**config.mk**
```make
export PLATFORM = sky130hd
export DESIGN_NAME = uart_telemetry_tx
export DESIGN_NICKNAME = d
export VERILOG_FILES = /design/src/rtl/uart_telem_pkg.sv /design/src/rtl/uart_byte_tx.sv /design/src/rtl/uart_telemetry_tx.sv
export SDC_FILE = /design/constraint.sdc
export NUM_CORES = 1
export LEC_CHECK = 0
export CAP_MARGIN = 20
export CORE_MARGIN = 2
export CORE_UTILIZATION = 36
export DETAILED_ROUTE_END_ITERATION = 10
export GPL_TIMING_DRIVEN = 0
export PLACE_DENSITY_LB_ADDON = 0.05
export SYNTH_ARGS = -nofsm -noshare
export SYNTH_HDL_FRONTEND = slang
export SYNTH_SLANG_ARGS = --single-unit
```
**constraint.sdc**
```tcl
create_clock -name clk -period 3.7 [get_ports clk]
set_input_delay 1.11 -clock clk [delete_from_list [all_inputs] [get_ports clk]]
set_output_delay 1.11 -clock clk [all_outputs]
set_load 0.05 [all_outputs]
```
**src/rtl/uart_telem_pkg.sv**
```systemverilog
// Shared definitions for the UART telemetry transmitter.
//   SYNC_BYTE   : first byte of every frame
//   tx_state_e  : byte serializer states
//   frame_len() : bytes per frame for a given channel count / checksum option
package uart_telem_pkg;

  localparam logic [7:0] SYNC_BYTE = 8'hA5;

  typedef enum logic [1:0] {
    ST_IDLE,
    ST_START,
    ST_DATA,
    ST_STOP
  } tx_state_e;

  // Sync byte + two bytes per channel + optional checksum byte.
  function automatic int unsigned frame_len(input int unsigned n_ch,
                                            input int unsigned csum_en);
    return 2 * n_ch + 1 + csum_en;
  endfunction

endpackage

```
**src/rtl/uart_byte_tx.sv**
```systemverilog
// 8N1 byte serializer, LSB first, line idle high.
// Ports:
//   clk, rst_n    : clock, async active-low reset
//   valid_i       : byte offered on data_i
//   data_i [7:0]  : byte to send
//   ready_o       : byte accepted this cycle when valid_i is also high
//   tx_o          : serial line (registered)
//   stop_end_o    : last cycle of a stop bit
// ready_o is also high in the final stop-bit cycle so that back-to-back
// bytes follow with no idle gap.
module uart_byte_tx
  import uart_telem_pkg::*;
#(
  parameter int unsigned CLKS_PER_BIT = 234
) (
  input  logic       clk,
  input  logic       rst_n,
  input  logic       valid_i,
  input  logic [7:0] data_i,
  output logic       ready_o,
  output logic       tx_o,
  output logic       stop_end_o
);

  localparam int unsigned CNT_W = $clog2(CLKS_PER_BIT);
  localparam logic [CNT_W-1:0] CNT_LAST = CNT_W'(CLKS_PER_BIT - 1);

  tx_state_e        state_q, state_d;
  logic [CNT_W-1:0] cnt_q, cnt_d;
  logic [2:0]       bit_q, bit_d;
  logic [7:0]       sh_q, sh_d;
  logic             tx_q, tx_d;
  logic             bit_end;

  assign bit_end    = (cnt_q == CNT_LAST);
  assign ready_o    = (state_q == ST_IDLE) || ((state_q == ST_STOP) && bit_end);
  assign stop_end_o = (state_q == ST_STOP) && bit_end;
  assign tx_o       = tx_q;

  always_ff @(posedge clk or negedge rst_n) begin
    if (!rst_n) begin
      state_q <= ST_IDLE;
      cnt_q   <= '0;
      bit_q   <= '0;
      sh_q    <= '0;
      tx_q    <= 1'b1;
    end else begin
      state_q <= state_d;
      cnt_q   <= cnt_d;
      bit_q   <= bit_d;
      sh_q    <= sh_d;
      tx_q    <= tx_d;
    end
  end

  always_comb begin
    state_d = state_q;
    cnt_d   = cnt_q;
    bit_d   = bit_q;
    sh_d    = sh_q;
    tx_d    = tx_q;
    case (state_q)
      ST_IDLE: begin
        tx_d = 1'b1;
        if (valid_i) begin
          state_d = ST_START;
          sh_d    = data_i;
          cnt_d   = '0;
          tx_d    = 1'b0;
        end
      end
      ST_START: begin
        if (bit_end) begin
          state_d = ST_DATA;
          cnt_d   = '0;
          bit_d   = '0;
          tx_d    = sh_q[0];
        end else begin
          cnt_d = cnt_q + 1'b1;
        end
      end
      ST_DATA: begin
        if (bit_end) begin
          cnt_d = '0;
          if (bit_q == 3'd7) begin
            state_d = ST_STOP;
            tx_d    = 1'b1;
          end else begin
            bit_d = bit_q + 3'd1;
            sh_d  = {1'b0, sh_q[7:1]};
            tx_d  = sh_q[1];
          end
        end else begin
          cnt_d = cnt_q + 1'b1;
        end
      end
      ST_STOP: begin
        if (bit_end) begin
          cnt_d = '0;
          if (valid_i) begin
            state_d = ST_START;
            sh_d    = data_i;
            tx_d    = 1'b0;
          end else begin
            state_d = ST_IDLE;
            tx_d    = 1'b1;
          end
        end else begin
          cnt_d = cnt_q + 1'b1;
        end
      end
      default: begin
        state_d = ST_IDLE;
        tx_d    = 1'b1;
      end
    endcase
  end

endmodule

```
**src/rtl/uart_telemetry_tx.sv**
```systemverilog
// Periodic / on-demand telemetry framer over a UART line.
// Frame: 0xA5, then per channel high and low byte (zero-extended to 16 bits),
// then optional XOR checksum of the data bytes.
// Ports:
//   clk, rst_n      : clock, async active-low reset
//   enable          : allows periodic ticks and external triggers
//   trig            : one-cycle external frame request
//   ch_data         : packed channels, channel k at [k*CH_W +: CH_W]
//   ovr_clr         : clears overrun
//   uart_tx         : serial line, 8N1, idle high
//   busy            : frame in flight
//   frame_done      : one-cycle pulse after the last stop bit
//   overrun         : sticky, a trigger was dropped
module uart_telemetry_tx
  import uart_telem_pkg::*;
#(
  parameter int unsigned CLKS_PER_BIT  = 234,
  parameter int unsigned N_CH          = 2,
  parameter int unsigned CH_W          = 15,
  parameter int unsigned PERIOD_CYCLES = 1048576,
  parameter int unsigned CSUM_EN       = 1
) (
  input  logic                 clk,
  input  logic                 rst_n,
  input  logic                 enable,
  input  logic                 trig,
  input  logic [N_CH*CH_W-1:0] ch_data,
  input  logic                 ovr_clr,
  output logic                 uart_tx,
  output logic                 busy,
  output logic                 frame_done,
  output logic                 overrun
);

  localparam int unsigned LEN   = frame_len(N_CH, CSUM_EN);
  localparam int unsigned IDX_W = $clog2(LEN + 1);
  localparam int unsigned PER_W = (PERIOD_CYCLES > 1) ? $clog2(PERIOD_CYCLES) : 1;
  localparam logic [PER_W-1:0] PER_LAST = PER_W'(PERIOD_CYCLES - 1);

  logic [PER_W-1:0]       per_q, per_d;
  logic [N_CH*CH_W-1:0]   snap_q, snap_d;
  logic [IDX_W-1:0]       idx_q, idx_d;
  logic                   busy_q, busy_d;
  logic                   done_q, done_d;
  logic                   ovr_q, ovr_d;

  logic                   tick, trigger, accept;
  logic [15:0]            ch16 [N_CH];
  logic [7:0]             csum, tx_byte;
  logic                   ser_valid, ser_ready, ser_stop_end;
  logic                   last_idx;

  assign tick     = enable && (per_q == PER_LAST);
  // tick and trig in the same cycle collapse into a single request
  assign trigger  = enable && (tick || trig);
  // the frame_done cycle still counts as busy for trigger acceptance
  assign accept   = trigger && !busy_q && !done_q;
  assign last_idx = (idx_q == IDX_W'(LEN));

  always_comb begin
    for (int unsigned k = 0; k < N_CH; k++) begin
      ch16[k] = 16'(snap_q[k*CH_W +: CH_W]);
    end
  end

  always_comb begin
    csum = '0;
    for (int unsigned k = 0; k < N_CH; k++) begin
      csum = csum ^ ch16[k][15:8] ^ ch16[k][7:0];
    end
  end

  // idx_q is 0 whenever idle, so the sync byte is ready for the accept cycle.
  always_comb begin
    tx_byte = SYNC_BYTE;
    for (int unsigned k = 0; k < N_CH; k++) begin
      if (32'(idx_q) == 2 * k + 1) tx_byte = ch16[k][15:8];
      if (32'(idx_q) == 2 * k + 2) tx_byte = ch16[k][7:0];
    end
    if ((CSUM_EN != 0) && (32'(idx_q) == LEN - 1)) tx_byte = csum;
  end

  assign ser_valid = busy_q ? !last_idx : accept;

  always_comb begin
    per_d  = per_q;
    snap_d = snap_q;
    idx_d  = idx_q;
    busy_d = busy_q;
    done_d = 1'b0;
    ovr_d  = ovr_q;

    if (!enable || tick) per_d = '0;
    else                 per_d = per_q + 1'b1;

    if (accept) begin
      snap_d = ch_data;
      idx_d  = IDX_W'(1);
      busy_d = 1'b1;
    end else if (busy_q) begin
      if (ser_valid && ser_ready) begin
        idx_d = idx_q + 1'b1;
      end else if (last_idx && ser_stop_end) begin
        idx_d  = '0;
        busy_d = 1'b0;
        done_d = 1'b1;
      end
    end

    if (trigger && (busy_q || done_q)) ovr_d = 1'b1;
    else if (ovr_clr)                  ovr_d = 1'b0;
  end

  always_ff @(posedge clk or negedge rst_n) begin
    if (!rst_n) begin
      per_q  <= '0;
      snap_q <= '0;
      idx_q  <= '0;
      busy_q <= 1'b0;
      done_q <= 1'b0;
      ovr_q  <= 1'b0;
    end else begin
      per_q  <= per_d;
      snap_q <= snap_d;
      idx_q  <= idx_d;
      busy_q <= busy_d;
      done_q <= done_d;
      ovr_q  <= ovr_d;
    end
  end

  uart_byte_tx #(
    .CLKS_PER_BIT(CLKS_PER_BIT)
  ) u_byte_tx (
    .clk        (clk),
    .rst_n      (rst_n),
    .valid_i    (ser_valid),
    .data_i     (tx_byte),
    .ready_o    (ser_ready),
    .tx_o       (uart_tx),
    .stop_end_o (ser_stop_end)
  );

  assign busy       = busy_q;
  assign frame_done = done_q;
  assign overrun    = ovr_q;

endmodule

```
==> flow_summary.yaml, run 1 <==
yosys:
  netlist_instances: 409
  synth_ff_type: "dfrtp_1"
  synth_area_leader_cell: "dfrtp_1"
  ys_top_cells_by_count: "dfrtp_1 (77), mux2_2 (40), nor2_1 (37)"
  yosysSeqAreaShare_pct: 46.3
  ys_warn_count: 0
  synth_nets: 459
  synth-edff-count: 0
  synth.top_cell.area_share_pct: 45.7
  avgSynthCellArea_um2: 10.3
  synthArstFlopShare_pct: 100
  yosys.cell_count.top_type: "dfrtp_1"
  synth_area_leaders: "dfrtp_1 (46%), mux2_2 (11%), xnor2_1 (6.2%), ha_1 (4.4%), nor2_1 (3.3%)"
  syn_area_um2: 4220
  ys_ff_latch: 78
  yosysUniqueCellTypes: 47
timing:
  setup_tns_ns: 0
  skew_ns: 0.00909
  fin_crit_ns: 3.32
  drv_slew: 0
  finalHoldViolCount: 0
  max_freq_mhz: 302
  period_share_pct: 89.6
  relSlewSlack_pct: 47.5
  fin_hold_ws_ns: 0.488
  grt_setup_unrepaired: "no"
  worst_slew_pin_slew_ns: 0.788
  setup_violations: 0
cells_and_area:
  multi_input_area_um2: 2160
  seqCellArea_um2: 1950
  drive_above_1_share_pct: 14.2
  n_fill_cell: 1120
  finalNetCount: 509
  stdcell_count: 607
  areaGrowthSynthToFinish_pct: 20.3
  finalInstanceArea_um2: 5080
  diodes: 0
route:
  drc_errors: 0
  drtIter0Drc: 117
  wl_per_cell_um: 16.0
  wl_mm: 9.69
  routed_via_density: 5.19
  vias: 3150
  dr.pass1.iters: 4
  ant_nets: 0
floorplan:
  dieArea_um2: 12600
  io_pins: 39
  chipHeight_um: 112
  die_x_um: 112
  start_util_pct: 37.0
  core_area_um2: 11400
  rows: 39
critical_path:
  crit_type: "input pin to register"
  path_common_cell: "buf_2"
  slowest_delay_ns: 0.56
  endpoint_kind: "register"
  required_ns: 3.93
  critPathArrivalTime_ns: 3.54
  worstPathCellList: "clkdlybuf4s50_1, nor4bb_1, and4_1, a21oi_2, buf_2, buf_2, mux2_2"
  critPathSlowestCell: "clkdlybuf4s50_1"
  start_kind: "input pin"
  cp_max_fo: 10
global_route:
  grt_pass1_vias: 3216
  grt_max_degree: 47
  gr-total-overflow: 0
  grt_usage_pct: 16.7
  grt_pass1_wl_mm: 16.6
  antenna_found_initial: 0
clock_tree:
  clockBufferDepth: 2
  cts_resized: 0
  root_buffer: "clkbuf_16"
  cts_buffers: 9
  holdBufCountCts: 0
  cts_max_level: 3
  cts_setup_buffers: 0
  clk_pin_slew_ns: 0.06
  cts_tree: "yes"
  cts_sinks: 78
  insertion_delay_ns: 0.35
placement:
  dp_cells: 591
  dpl_cell_area_um2: 4800
  gp_congestion: 0.804
  hpwlAfterDp_mm: 6.74
  port_buffers: 38
worst_hold_path:
  hold_class: "register to register"
power:
  vdd_drop_max_uv: 324
  finalPower_mw: 1.83
  powerDensity_nw_per_um2: 361
  p_leak_nw: 2.27
run_status:
  status: "finished clean"
job:
  maxCapViolCount: 0
==> flip-flops by register name (all words and copies together) (netlist names) <==
register / count
frame_done: 1
busy: 1
u_byte_tx.tx_o: 1
u_byte_tx.bit_q: 3
u_byte_tx.sh_q: 8
snap_q: 30
per_q: 20
idx_q: 3
u_byte_tx.cnt_q: 8
u_byte_tx.state_q: 2
overrun: 1
==> cells by family (layout without fill, tap and decap cells) <==
kind of cell / Yosys count / after routing / share of synthesized area (%)
simple gates: 134 / 134 / 16.0
mux: 40 / 40 / 10.7
fa+ha+maj: 15 / 15 / 4.45
buf+inv: 29 / 84 / 2.64
compound gates: 71 / 71 / 11.3
flops: 78 / 78 / 46.3
xor+xnor: 42 / 42 / 8.72
==> power breakdown <==
group	switching, mW	internal [mW]
clock	0.351	0.490
combinational	0.0447	0.0622
sequential	0.0153	0.870
==> final timing paths <==
path                                start           endpoint  slack, ns  cells past startpoint
setup / recovery                   enable         snap_q[28]       0.38                      7
min in group asynchronous           rst_n           per_q[9]       0.70                      1
hold / removal             u_byte_tx.tx_o     u_byte_tx.tx_o       0.49                      2
hold reg to reg            u_byte_tx.tx_o     u_byte_tx.tx_o       0.49                      2
max in group asynchronous           rst_n     u_byte_tx.tx_o       2.33                      2
setup reg to reg                 idx_q[2]  u_byte_tx.sh_q[0]       0.90                      9
==> worst max-delay path: cells and delay by family <==
family          cells  cell delay, ns
compound gates      1            0.34
buf+inv             3            1.29
mux                 1            0.37
simple gates        2            0.42
==> cell type report <==
| class | instances | share of cell area, % |
|---|---|---|
| Buffer | 12 | 0.936 |
| Clock buffer | 14 | 5.20 |
| Clock inverter | 2 | 0.197 |
| Inverter | 17 | 1.26 |
| Multi-Input combinational cell | 302 | 42.4 |
| Sequential cell | 78 | 38.5 |
| Tap cell | 143 | 3.52 |
| Timing Repair Buffer | 39 | 7.98 |
==> cells in the final DEF, fill, tap and decap left out, drive strengths merged, types with 3 or more instances in the layout <==
master         synthesis  final
a221oi                 4      4
nor2b                  3      3
o31ai                  5      5
or2                    5      5
nor2                  37     37
nand2b                 3      3
and2                   4      4
xnor2                 30     30
o21ai                 24     24
nand3                 15     15
o21a                   3      3
nand4                  9      9
dfrtp                 77     77
inv                   17     17
clkbuf                10     24
xor2                  12     12
nor3b                  3      3
mux2                  40     40
nor3                   6      6
a22oi                  5      5
nand2                 35     35
ha                    15     15
clkdlybuf4s50          0     37
and3                   5      5
a31oi                  7      7
a21oi                  9      9
buf                    2      4
==> routing by layer <==
layer | routed length, um | part of all wire (%) | track usage, % | up-vias
li1 | - | - | - | 1542
met1 | 4490 | 46 | 21.2 | 1555
met2 | 4690 | 48 | 27.7 | 39
met3 | 328 | 3.4 | 4.64 | 14
met4 | 182 | 1.9 | 5.85 | 0
met5 | 0 | 0 | 0 | -
==> through the flow <==
stage	utilization, %	worst slack (ns)
floorplan	-	1.10
CTS	44.5	0.357
finish	44.5	0.384
global route	44.5	0.239
detailed placement	42.1	0.0165
global placement	41.9	-1.49
Note: power is estimated with default switching activity, not from simulation.
==> run 2: changes to the inputs <==
--- a/config.mk
+++ b/config.mk
@@ -6,9 +6,10 @@
 export NUM_CORES = 1
 export LEC_CHECK = 0
 export CAP_MARGIN = 20
-export CORE_MARGIN = 2
+export CORE_MARGIN = 10
 export CORE_UTILIZATION = 36
 export DETAILED_ROUTE_END_ITERATION = 10
+export GPL_ROUTABILITY_DRIVEN = 0
 export GPL_TIMING_DRIVEN = 0
 export PLACE_DENSITY_LB_ADDON = 0.05
 export SYNTH_ARGS = -nofsm -noshare
==> run 2 against run 1 <==
  * Fmax fell by 1.2%
  * Register-to-register slack gained 0.02 ns
  * Final cell count stayed put
  * Hold slack about the same
  * Largest cell class unchanged
  * Routed wire length fell by 0.88%
  * Highest routed layer unchanged
==> flow_summary.yaml, run 2 (synthesis results as in run 1) <==
global_route:
  grt_pass1_wl_mm: 16.8
  grt_max_degree: 49
  antenna_found_initial: 0
  gr-total-overflow: 0
  grt_pass1_vias: 3275
  grt_usage_pct: 12.6
floorplan:
  core_area_um2: 11500
  die_x_um: 128
  start_util_pct: 36.8
  chipHeight_um: 128
  rows: 39
  io_pins: 39
  dieArea_um2: 16500
cells_and_area:
  n_fill_cell: 1101
  diodes: 0
  largest-register: "snap_q"
  mostFrequentLayoutCells: "dfrtp_1 (77), mux2_2 (40), nor2_1 (37), clkdlybuf4s50_1 (37), nand2_1 (35)"
  post-route-util_pct: 44.5
  finalNetCount: 509
  largest_reg_flops: 30
  drive_above_1_share_pct: 14.4
  layout_commonest_cell: "dfrtp_1"
  areaGrowthSynthToFinish_pct: 21.0
  top_regs: "snap_q (30), per_q (20)"
route:
  routed_via_density: 5.12
  wl_mm: 9.61
  drc_errors: 0
  drtIter0Drc: 142
  wl_per_cell_um: 15.8
  dr.pass1.iters: 4
  ant_nets: 0
  vias: 3109
clock_tree:
  cts_setup_buffers: 0
  clockBufferDepth: 2
  cts_resized: 0
  holdBufCountCts: 0
  cts_max_level: 3
  insertion_delay_ns: 0.35
  cts_buffers: 9
  cts_tree: "yes"
  root_buffer: "clkbuf_16"
  clk_pin_slew_ns: 0.06
  cts_sinks: 78
timing:
  drv_slew: 0
  period_share_pct: 90.7
  grt_setup_unrepaired: "no"
  fin_crit_ns: 3.36
  skew_ns: 0.00916
  worst_slew_pin_slew_ns: 0.712
  setup_tns_ns: 0
  max_freq_mhz: 298
  relSlewSlack_pct: 52.5
  worst_slack_ns: 0.345
  finalHoldViolCount: 0
  setup_violations: 0
critical_path:
  required_ns: 3.93
  startpoint: "enable"
  reg2reg_slack_ns: 0.92
  critPathArrivalTime_ns: 3.58
  crit_type: "input pin to register"
  slowest_delay_ns: 0.55
  endpoint_kind: "register"
  critPathSlowestCell: "clkdlybuf4s50_1"
  path_common_cell: "buf_2"
  path_delay_family: "buffers and inverters"
  start_kind: "input pin"
  cp_max_fo: 10
  crit_buf_inv: 3
  reg2reg_from: "idx_q[2]"
  worstPathCellList: "clkdlybuf4s50_1, nor4bb_1, and4_1, a21oi_2, buf_2, buf_2, mux2_2"
power:
  pwr-share-comb_pct: 5.6
  p_sw_share_pct: 21.3
  seqPwrFrac_pct: 46.8
  pwr-share-clk_pct: 47.7
  powerDensity_nw_per_um2: 371
  finalPower_mw: 1.89
  p_sw_mw: 0.403
  vdd_drop_max_uv: 216
  intPower_mw: 1.49
  p_leak_nw: 2.28
placement:
  port_buffers: 38
  hpwlAfterDp_mm: 6.91
  post-place-ws_ns: -0.00228
worst_hold_path:
  hold_class: "register to register"
  hold_start: "per_q[0]"
job:
  maxCapViolCount: 0
run_status:
  status: "finished clean"
-- run 2: changes by cell type in the layout (fill, tap and decap cells not counted), sizes merged --
cell	change
clkbuf	-1
clkinvlp	+1
bufinv	+1
clkinv	-1
-- run 2: layout make-up --
cell class / instances / area (um^2) / share of cell area, %
Timing Repair Buffer: 39 / 405 / 7.94
Sequential cell: 78 / 1950 / 38.2
Inverter: 17 / 63.8 / 1.25
Multi-Input combinational cell: 302 / 2160 / 42.2
Clock buffer: 13 / 260 / 5.10
Clock inverter: 3 / 42.5 / 0.833
Tap cell: 143 / 179 / 3.50
Buffer: 12 / 47.5 / 0.931
-- run 2: per-stage QoR --
step	cell area, um^2	cells	hold WS (ns)
3_3_place_gp	4780	590	0.487
6_report	5110	607	0.488
2_1_floorplan	4220	409	0.455
3_5_place_dp	4800	591	0.488
5_1_grt	5110	607	0.524
4_1_cts	5110	607	0.495
-- run 2: worst paths after layout --
check,end,cells past startpoint
setup / recovery,snap_q[28],7
hold / removal,per_q[0],1
setup reg to reg,u_byte_tx.sh_q[0],9
hold reg to reg,per_q[0],1
max in group asynchronous,busy,2
min in group asynchronous,per_q[10],1
-- run 2: metal layers --
| metal | wire length (um) | track usage [%] | part of all wire, % | up-vias |
|---|---|---|---|---|
| met2 | 4340 | 19.4 | 45 | 47 |
| met3 | 419 | 3.76 | 4.4 | 14 |
| li1 | - | - | - | 1543 |
| met4 | 148 | 4.64 | 1.5 | 0 |
| met5 | 0 | 0 | 0 | - |
| met1 | 4700 | 16.3 | 49 | 1505 |
-- run 2: power by group through the flow --
stage,Sequential (mW),Combinational (mW),Clock [mW]
after floorplan,0.900,0.0394,0
after global placement,0.901,0.106,0
after detailed placement,0.901,0.109,0
after CTS,0.885,0.110,0.930
after global routing,0.887,0.118,0.957
final,0.885,0.106,0.902
